<file path="src/rtl/alu_pkg.sv">
// rtl/alu_pkg.sv - shared opcodes, one-hot controls and state encoding for the ALU sequencer
package alu_pkg;

  localparam logic [1:0] OP_ADD = 2'b00;
  localparam logic [1:0] OP_SUB = 2'b01;
  localparam logic [1:0] OP_MUL = 2'b10;
  localparam logic [1:0] OP_DIV = 2'b11;

  localparam logic [3:0] CTL_ADD = 4'b0001;
  localparam logic [3:0] CTL_SUB = 4'b0010;
  localparam logic [3:0] CTL_MUL = 4'b0100;
  localparam logic [3:0] CTL_DIV = 4'b1000;

  typedef enum logic [1:0] {
    IDLE = 2'b00,
    EXEC = 2'b01,
    DONE = 2'b10
  } state_t;

  function automatic logic [3:0] op_onehot(input logic [1:0] op);
    case (op)
      OP_ADD:  return CTL_ADD;
      OP_SUB:  return CTL_SUB;
      OP_MUL:  return CTL_MUL;
      default: return CTL_DIV;
    endcase
  endfunction

endpackage

</file>
<file path="src/rtl/alu_iter_core.sv">
// rtl/alu_iter_core.sv - one combinational shift-add multiply or restoring-divide step
module alu_iter_core
  import alu_pkg::*;
#(
  parameter int WIDTH = 8
) (
  input  logic [2*WIDTH-1:0] acc_i,
  input  logic [WIDTH-1:0]   operand_i,
  input  logic [1:0]         op_i,
  output logic [2*WIDTH-1:0] acc_o
);

  logic [WIDTH:0] hi_sum;
  logic [WIDTH:0] rem_sh;
  logic [WIDTH:0] trial;

  // acc holds {high, low}: product/multiplier for mul, remainder/quotient for div
  always_comb begin
    hi_sum = {1'b0, acc_i[2*WIDTH-1:WIDTH]} + (acc_i[0] ? {1'b0, operand_i} : '0);
    rem_sh = {acc_i[2*WIDTH-1:WIDTH], acc_i[WIDTH-1]};
    trial  = rem_sh - {1'b0, operand_i};
    if (op_i == OP_MUL) begin
      acc_o = {hi_sum, acc_i[WIDTH-1:1]};
    end else if (trial[WIDTH]) begin
      acc_o = {rem_sh[WIDTH-1:0], acc_i[WIDTH-2:0], 1'b0};
    end else begin
      acc_o = {trial[WIDTH-1:0], acc_i[WIDTH-2:0], 1'b1};
    end
  end

endmodule

</file>
<file path="src/rtl/alu_sequencer.sv">
// rtl/alu_sequencer.sv - multi-cycle add/sub/mul/div sequencer with valid/ready handshakes
module alu_sequencer
  import alu_pkg::*;
#(
  parameter int WIDTH = 8
) (
  input  logic               clk,
  input  logic               reset,
  input  logic               op_valid,
  output logic               op_ready,
  input  logic [1:0]         opcode,
  input  logic [WIDTH-1:0]   a,
  input  logic [WIDTH-1:0]   b,
  output logic               res_valid,
  input  logic               res_ready,
  output logic [2*WIDTH-1:0] result,
  output logic               div_zero,
  output logic [3:0]         active_op
);

  localparam int CW = $clog2(WIDTH + 1);

  state_t               state_q, state_d;
  logic [2*WIDTH-1:0]   acc_q, acc_d;
  logic [WIDTH-1:0]     opnd_q, opnd_d;
  logic [1:0]           op_q, op_d;
  logic [CW-1:0]        cnt_q, cnt_d;
  logic [2*WIDTH-1:0]   result_q, result_d;
  logic                 dz_q, dz_d;
  logic [3:0]           active_q, active_d;

  logic [2*WIDTH-1:0]   core_acc, core_out;
  logic [WIDTH-1:0]     core_opnd;
  logic [1:0]           core_op;
  logic [WIDTH:0]       sum_w, diff_w;

  // The accept edge performs the first iteration straight from the operands,
  // so EXEC lasts WIDTH-1 cycles and mul/div results appear WIDTH cycles after accept.
  assign core_acc  = (state_q == IDLE) ? {{WIDTH{1'b0}}, a} : acc_q;
  assign core_opnd = (state_q == IDLE) ? b : opnd_q;
  assign core_op   = (state_q == IDLE) ? opcode : op_q;

  alu_iter_core #(.WIDTH(WIDTH)) u_core (
    .acc_i     (core_acc),
    .operand_i (core_opnd),
    .op_i      (core_op),
    .acc_o     (core_out)
  );

  assign sum_w  = {1'b0, a} + {1'b0, b};
  assign diff_w = {1'b0, a} - {1'b0, b};

  always_comb begin
    state_d  = state_q;
    acc_d    = acc_q;
    opnd_d   = opnd_q;
    op_d     = op_q;
    cnt_d    = cnt_q;
    result_d = result_q;
    dz_d     = dz_q;
    active_d = active_q;
    case (state_q)
      IDLE: begin
        if (op_valid) begin
          op_d     = opcode;
          opnd_d   = b;
          cnt_d    = '0;
          dz_d     = 1'b0;
          active_d = op_onehot(opcode);
          case (opcode)
            OP_ADD: begin
              result_d = {{(WIDTH-1){1'b0}}, sum_w};
              state_d  = DONE;
            end
            OP_SUB: begin
              result_d = {{(WIDTH-1){1'b0}}, diff_w};
              state_d  = DONE;
            end
            OP_MUL: begin
              acc_d   = core_out;
              state_d = EXEC;
            end
            default: begin
              if (b == '0) begin
                result_d = {a, {WIDTH{1'b1}}};
                dz_d     = 1'b1;
                state_d  = DONE;
              end else begin
                acc_d   = core_out;
                state_d = EXEC;
              end
            end
          endcase
        end
      end
      EXEC: begin
        acc_d = core_out;
        cnt_d = cnt_q + CW'(1);
        if (cnt_q == CW'(WIDTH - 2)) begin
          result_d = core_out;
          state_d  = DONE;
        end
      end
      DONE: begin
        if (res_ready) begin
          active_d = 4'b0000;
          state_d  = IDLE;
        end
      end
      default: state_d = IDLE;
    endcase
  end

  always_ff @(posedge clk) begin
    if (reset) begin
      state_q  <= IDLE;
      acc_q    <= '0;
      opnd_q   <= '0;
      op_q     <= OP_ADD;
      cnt_q    <= '0;
      result_q <= '0;
      dz_q     <= 1'b0;
      active_q <= 4'b0000;
    end else begin
      state_q  <= state_d;
      acc_q    <= acc_d;
      opnd_q   <= opnd_d;
      op_q     <= op_d;
      cnt_q    <= cnt_d;
      result_q <= result_d;
      dz_q     <= dz_d;
      active_q <= active_d;
    end
  end

  assign op_ready  = (state_q == IDLE);
  assign res_valid = (state_q == DONE);
  assign result    = result_q;
  assign div_zero  = dz_q;
  assign active_op = active_q;

endmodule
</file>
<file path="config.mk">
export PLATFORM = sky130hd
export DESIGN_NAME = alu_sequencer
export DESIGN_NICKNAME = d
export VERILOG_FILES = /design/src/rtl/alu_pkg.sv /design/src/rtl/alu_iter_core.sv /design/src/rtl/alu_sequencer.sv
export SDC_FILE = /design/constraint.sdc
export NUM_CORES = 1
export LEC_CHECK = 0
export CAP_MARGIN = 20
export CORE_MARGIN = 3
export CORE_UTILIZATION = 54
export DETAILED_ROUTE_END_ITERATION = 12
export PLACE_DENSITY = 0.77
export SLEW_MARGIN = 20
export SYNTH_ARGS = -nofsm -noshare
export SYNTH_HDL_FRONTEND = slang
export SYNTH_SLANG_ARGS = --single-unit
</file>
<file path="constraint.sdc">
create_clock -name clk -period 6.6 [get_ports clk]
set_input_delay 0.99 -clock clk [delete_from_list [all_inputs] [get_ports clk]]
set_output_delay 0.99 -clock clk [all_outputs]
set_load 0.02 [all_outputs]
</file>
==> results.sh <==
export IMPL_cts_sinks=53
export IMPL_synth_largest_area_cell="dfxtp_1"
export IMPL_min_delay_start="div_zero$_SDFFE_PP0P_"
export IMPL_slew_limit_headroom_pct=31.1
export IMPL_path_cells="or2_2, inv_2, mux2i_1, nor2b_1, ha_1, fa_1, a211oi_1, o21ai_0, a2111o_1, o311a_1, nand2_1, a311oi_1"
export IMPL_post_cts_resized=0
export IMPL_period_needed_ns=4.38
export IMPL_setup_tns_ns=0
export IMPL_vias=3874
export IMPL_yosys_area_share_simple_pct=24.1
export IMPL_p_leak_nw=1.77
export IMPL_grtUsageTotal_pct=26.5
export IMPL_dp_cells=615
export IMPL_crit_required_ns=6.75
export IMPL_worst_slew_pin_slew_ns=1.03
export IMPL_num_antenna_cells=0
export IMPL_worst_slack_ns=2.22
export IMPL_outcome="finished, final reports clean"
export IMPL_wirelength_um=11000
export IMPL_hold_buffers=0
export IMPL_timing_max_cap_violations=0
export IMPL_rows=30
export IMPL_synth_cell_types=66
export IMPL_clock_tree_buffer_depth=2
export IMPL_async_flop_share_pct=0
export IMPL_critPathLaunchType="register"
export IMPL_holdPathStages=2
export IMPL_synth_compound_area_share_pct=24.4
export IMPL_crit_path_end_kind="register"
export IMPL_die_y_um=91.9
export IMPL_crit_type="register to register"
export IMPL_final_cell_mix="nand2_1, a21oi_1, dfxtp_1"
export IMPL_reg2reg_slack_ns=2.22
export IMPL_antenna_found_initial=0
export IMPL_ff2ff_path_depth=12
export IMPL_final_core_utilization_pct=64.8
export IMPL_final_cells=623
export IMPL_cpPeakStageDelay_ns=0.82
export IMPL_synth_area_leaders="dfxtp_1, ha_1, nand2_1, a21oi_1, nor2_1"
export IMPL_ir_worst_vdd_v=0.000114
export IMPL_post_place_ws_ns=1.89
export IMPL_ys_seq_area_share_pct=26.6
export IMPL_worstHoldPathType="register to register"
export IMPL_synth_top_family_by_area="compound AO/OA/AOI/OAI gates"
export IMPL_synth_seq_cells=53
export IMPL_fmax_mhz=229
export IMPL_ioPinCount=45
export IMPL_avgSynthCellArea_um2=7.96
export IMPL_place_area_um2=4420
export IMPL_io_buffers=44
export IMPL_grt_max_degree=57
export IMPL_total_power_mw=1.01
export IMPL_synth_adder_area_share_pct=9.97
export IMPL_hold_path_end="div_zero$_SDFFE_PP0P_"
export IMPL_clk_latency_ns=0.33
export IMPL_areaGrowthSynthToFinish_pct=13.4
export IMPL_gr_total_overflow=0
export IMPL_die_x_um=91.9
export IMPL_postSynthCellCount=501
export IMPL_drt_vias_per_instance=6.22
export IMPL_ant_nets=0
export IMPL_reg2reg_to="result[15]$_SDFFE_PP0P_"
export IMPL_syn_cell_area_um2=3990
export IMPL_synth_top_cell_area_share_pct=26.6
export IMPL_core_um2=6980
export IMPL_hpwl_um=8030
export IMPL_grt_pass1_wl_um=18300
export IMPL_grt_pass1_vias=3691
export IMPL_post_cts_buffers=0
export IMPL_maxSlewViolCount=0
export IMPL_period_share_pct=66.3
export IMPL_cts_buffers=5
export IMPL_first_pass_iters=5
export IMPL_ctsHtreeMaxLevel=2
export IMPL_finalNetCount=578
export IMPL_place_congestion=0.916
export IMPL_hold_viol=0
export IMPL_r2r_start="state_q[1]$_SDFFE_PP0P_"
export IMPL_yosys_warnings=0
export IMPL_finalInstanceArea_um2=4520
export IMPL_fillers=619
export IMPL_setup_viol=0
export IMPL_synthMuxAreaShare_pct=6.65
export IMPL_drt_initial_drc_count=307
export IMPL_hold_ws_ns=0.460
export IMPL_drc_errors=0
export IMPL_skew_ns=0.0119
export IMPL_synth_edf_count=0
export IMPL_path_clk_slew_ns=0.10
export IMPL_rsz0062_at_grt="false"
export IMPL_final_common_cell="nand2_1"
export IMPL_dieArea_um2=8450
export IMPL_wl_per_cell_um=17.6
export IMPL_ys_flop_type="dfxtp_1"
export IMPL_clockRootBuffer="clkbuf_8"
export IMPL_worst_ep_arrival_time_ns=4.53
export IMPL_cp_max_fo=25
export IMPL_synth_nets=553
export IMPL_start_util_pct=57.1
export IMPL_drive_gt1_share_pct=6.64
export IMPL_cellPowerDensity_nw_per_um2=223
export IMPL_synthXorXnorAreaFrac_pct=3.73
export IMPL_cts_tree="yes"
export IMPL_slowest_stage="mux2i_1"
[flip-flops by register name (all words and copies together) (netlist names)]
name	cells
acc_q	16
result	16
opnd_q	8
active_op	4
cnt_q	4
op_q	2
state_q	2
div_zero	1
[synthesized netlist by cell type (all sizes together), types with 10 or more instances]
| cell | number |
|---|---|
| nand2 | 73 |
| a21oi | 55 |
| dfxtp | 53 |
| nor2 | 45 |
| ha | 27 |
| o21ai | 17 |
| clkbuf | 16 |
| a211oi | 14 |
| mux2i | 13 |
| nand3 | 13 |
| nor3 | 13 |
| buf | 12 |
| inv | 12 |
| xor2 | 10 |
[worst max path at each step]
stage                            startpoint                       to  slack [ns]
finish              state_q[1]$_SDFFE_PP0P_  result[15]$_SDFFE_PP0P_        2.22
detailed placement                     b[0]   acc_q[10]$_SDFFE_PP0P_        1.89
global route        state_q[1]$_SDFFE_PP0P_  result[15]$_SDFFE_PP0P_        1.93
floorplan           state_q[1]$_SDFFE_PP0P_  result[15]$_SDFFE_PP0P_        3.18
CTS                 state_q[1]$_SDFFE_PP0P_   acc_q[10]$_SDFFE_PP0P_        2.07
global placement                       b[0]   acc_q[10]$_SDFFE_PP0P_        1.95
[where the power goes]
part / internal (mW) / leakage [nW] / total [mW] / switching (mW)
Sequential: 0.353 / 0.434 / 0.374 / 0.0208
Clock: 0.0770 / 0.0447 / 0.201 / 0.124
Combinational: 0.176 / 1.30 / 0.436 / 0.260
Total: 0.606 / 1.77 / 1.01 / 0.405
[cell families after synthesis]
logic type / Yosys count
adders and majority gates: 30
AOI/OAI and AO/OA: 143
xor gates and xnor gates: 17
and+or+nand+nor: 198
muxes: 20
buffers and inverters: 40
DFF: 53
[critical path: cells and delay by family, from the launching register on]
kind / cells / cell delay, ns
buf+inv: 1 / 0.51
flops: 1 / 0.39
mux: 1 / 0.82
simple gates: 3 / 0.65
compound gates: 5 / 1.12
fa+ha+maj: 2 / 0.72
[per-layer routing]
metal	track usage (%)	vias up	share of wire [%]
li1	-	1867	-
met1	37.1	1833	45
met2	42.6	158	46
met3	4.27	16	7.8
met4	6.81	0	1.4
met5	0	-	0
[layout make-up]
class,instances,area (µm²),share of cell area (%)
multi-input combinational,408,2750,60.9
sequential,53,1060,23.5
timing repair buffer,46,450,9.96
tap,96,120,2.66
clock buffer,5,68.8,1.52
inverter,12,45.0,0.996
clock inverter,3,25.0,0.553
Note: power is estimated with default switching activity, not from simulation.
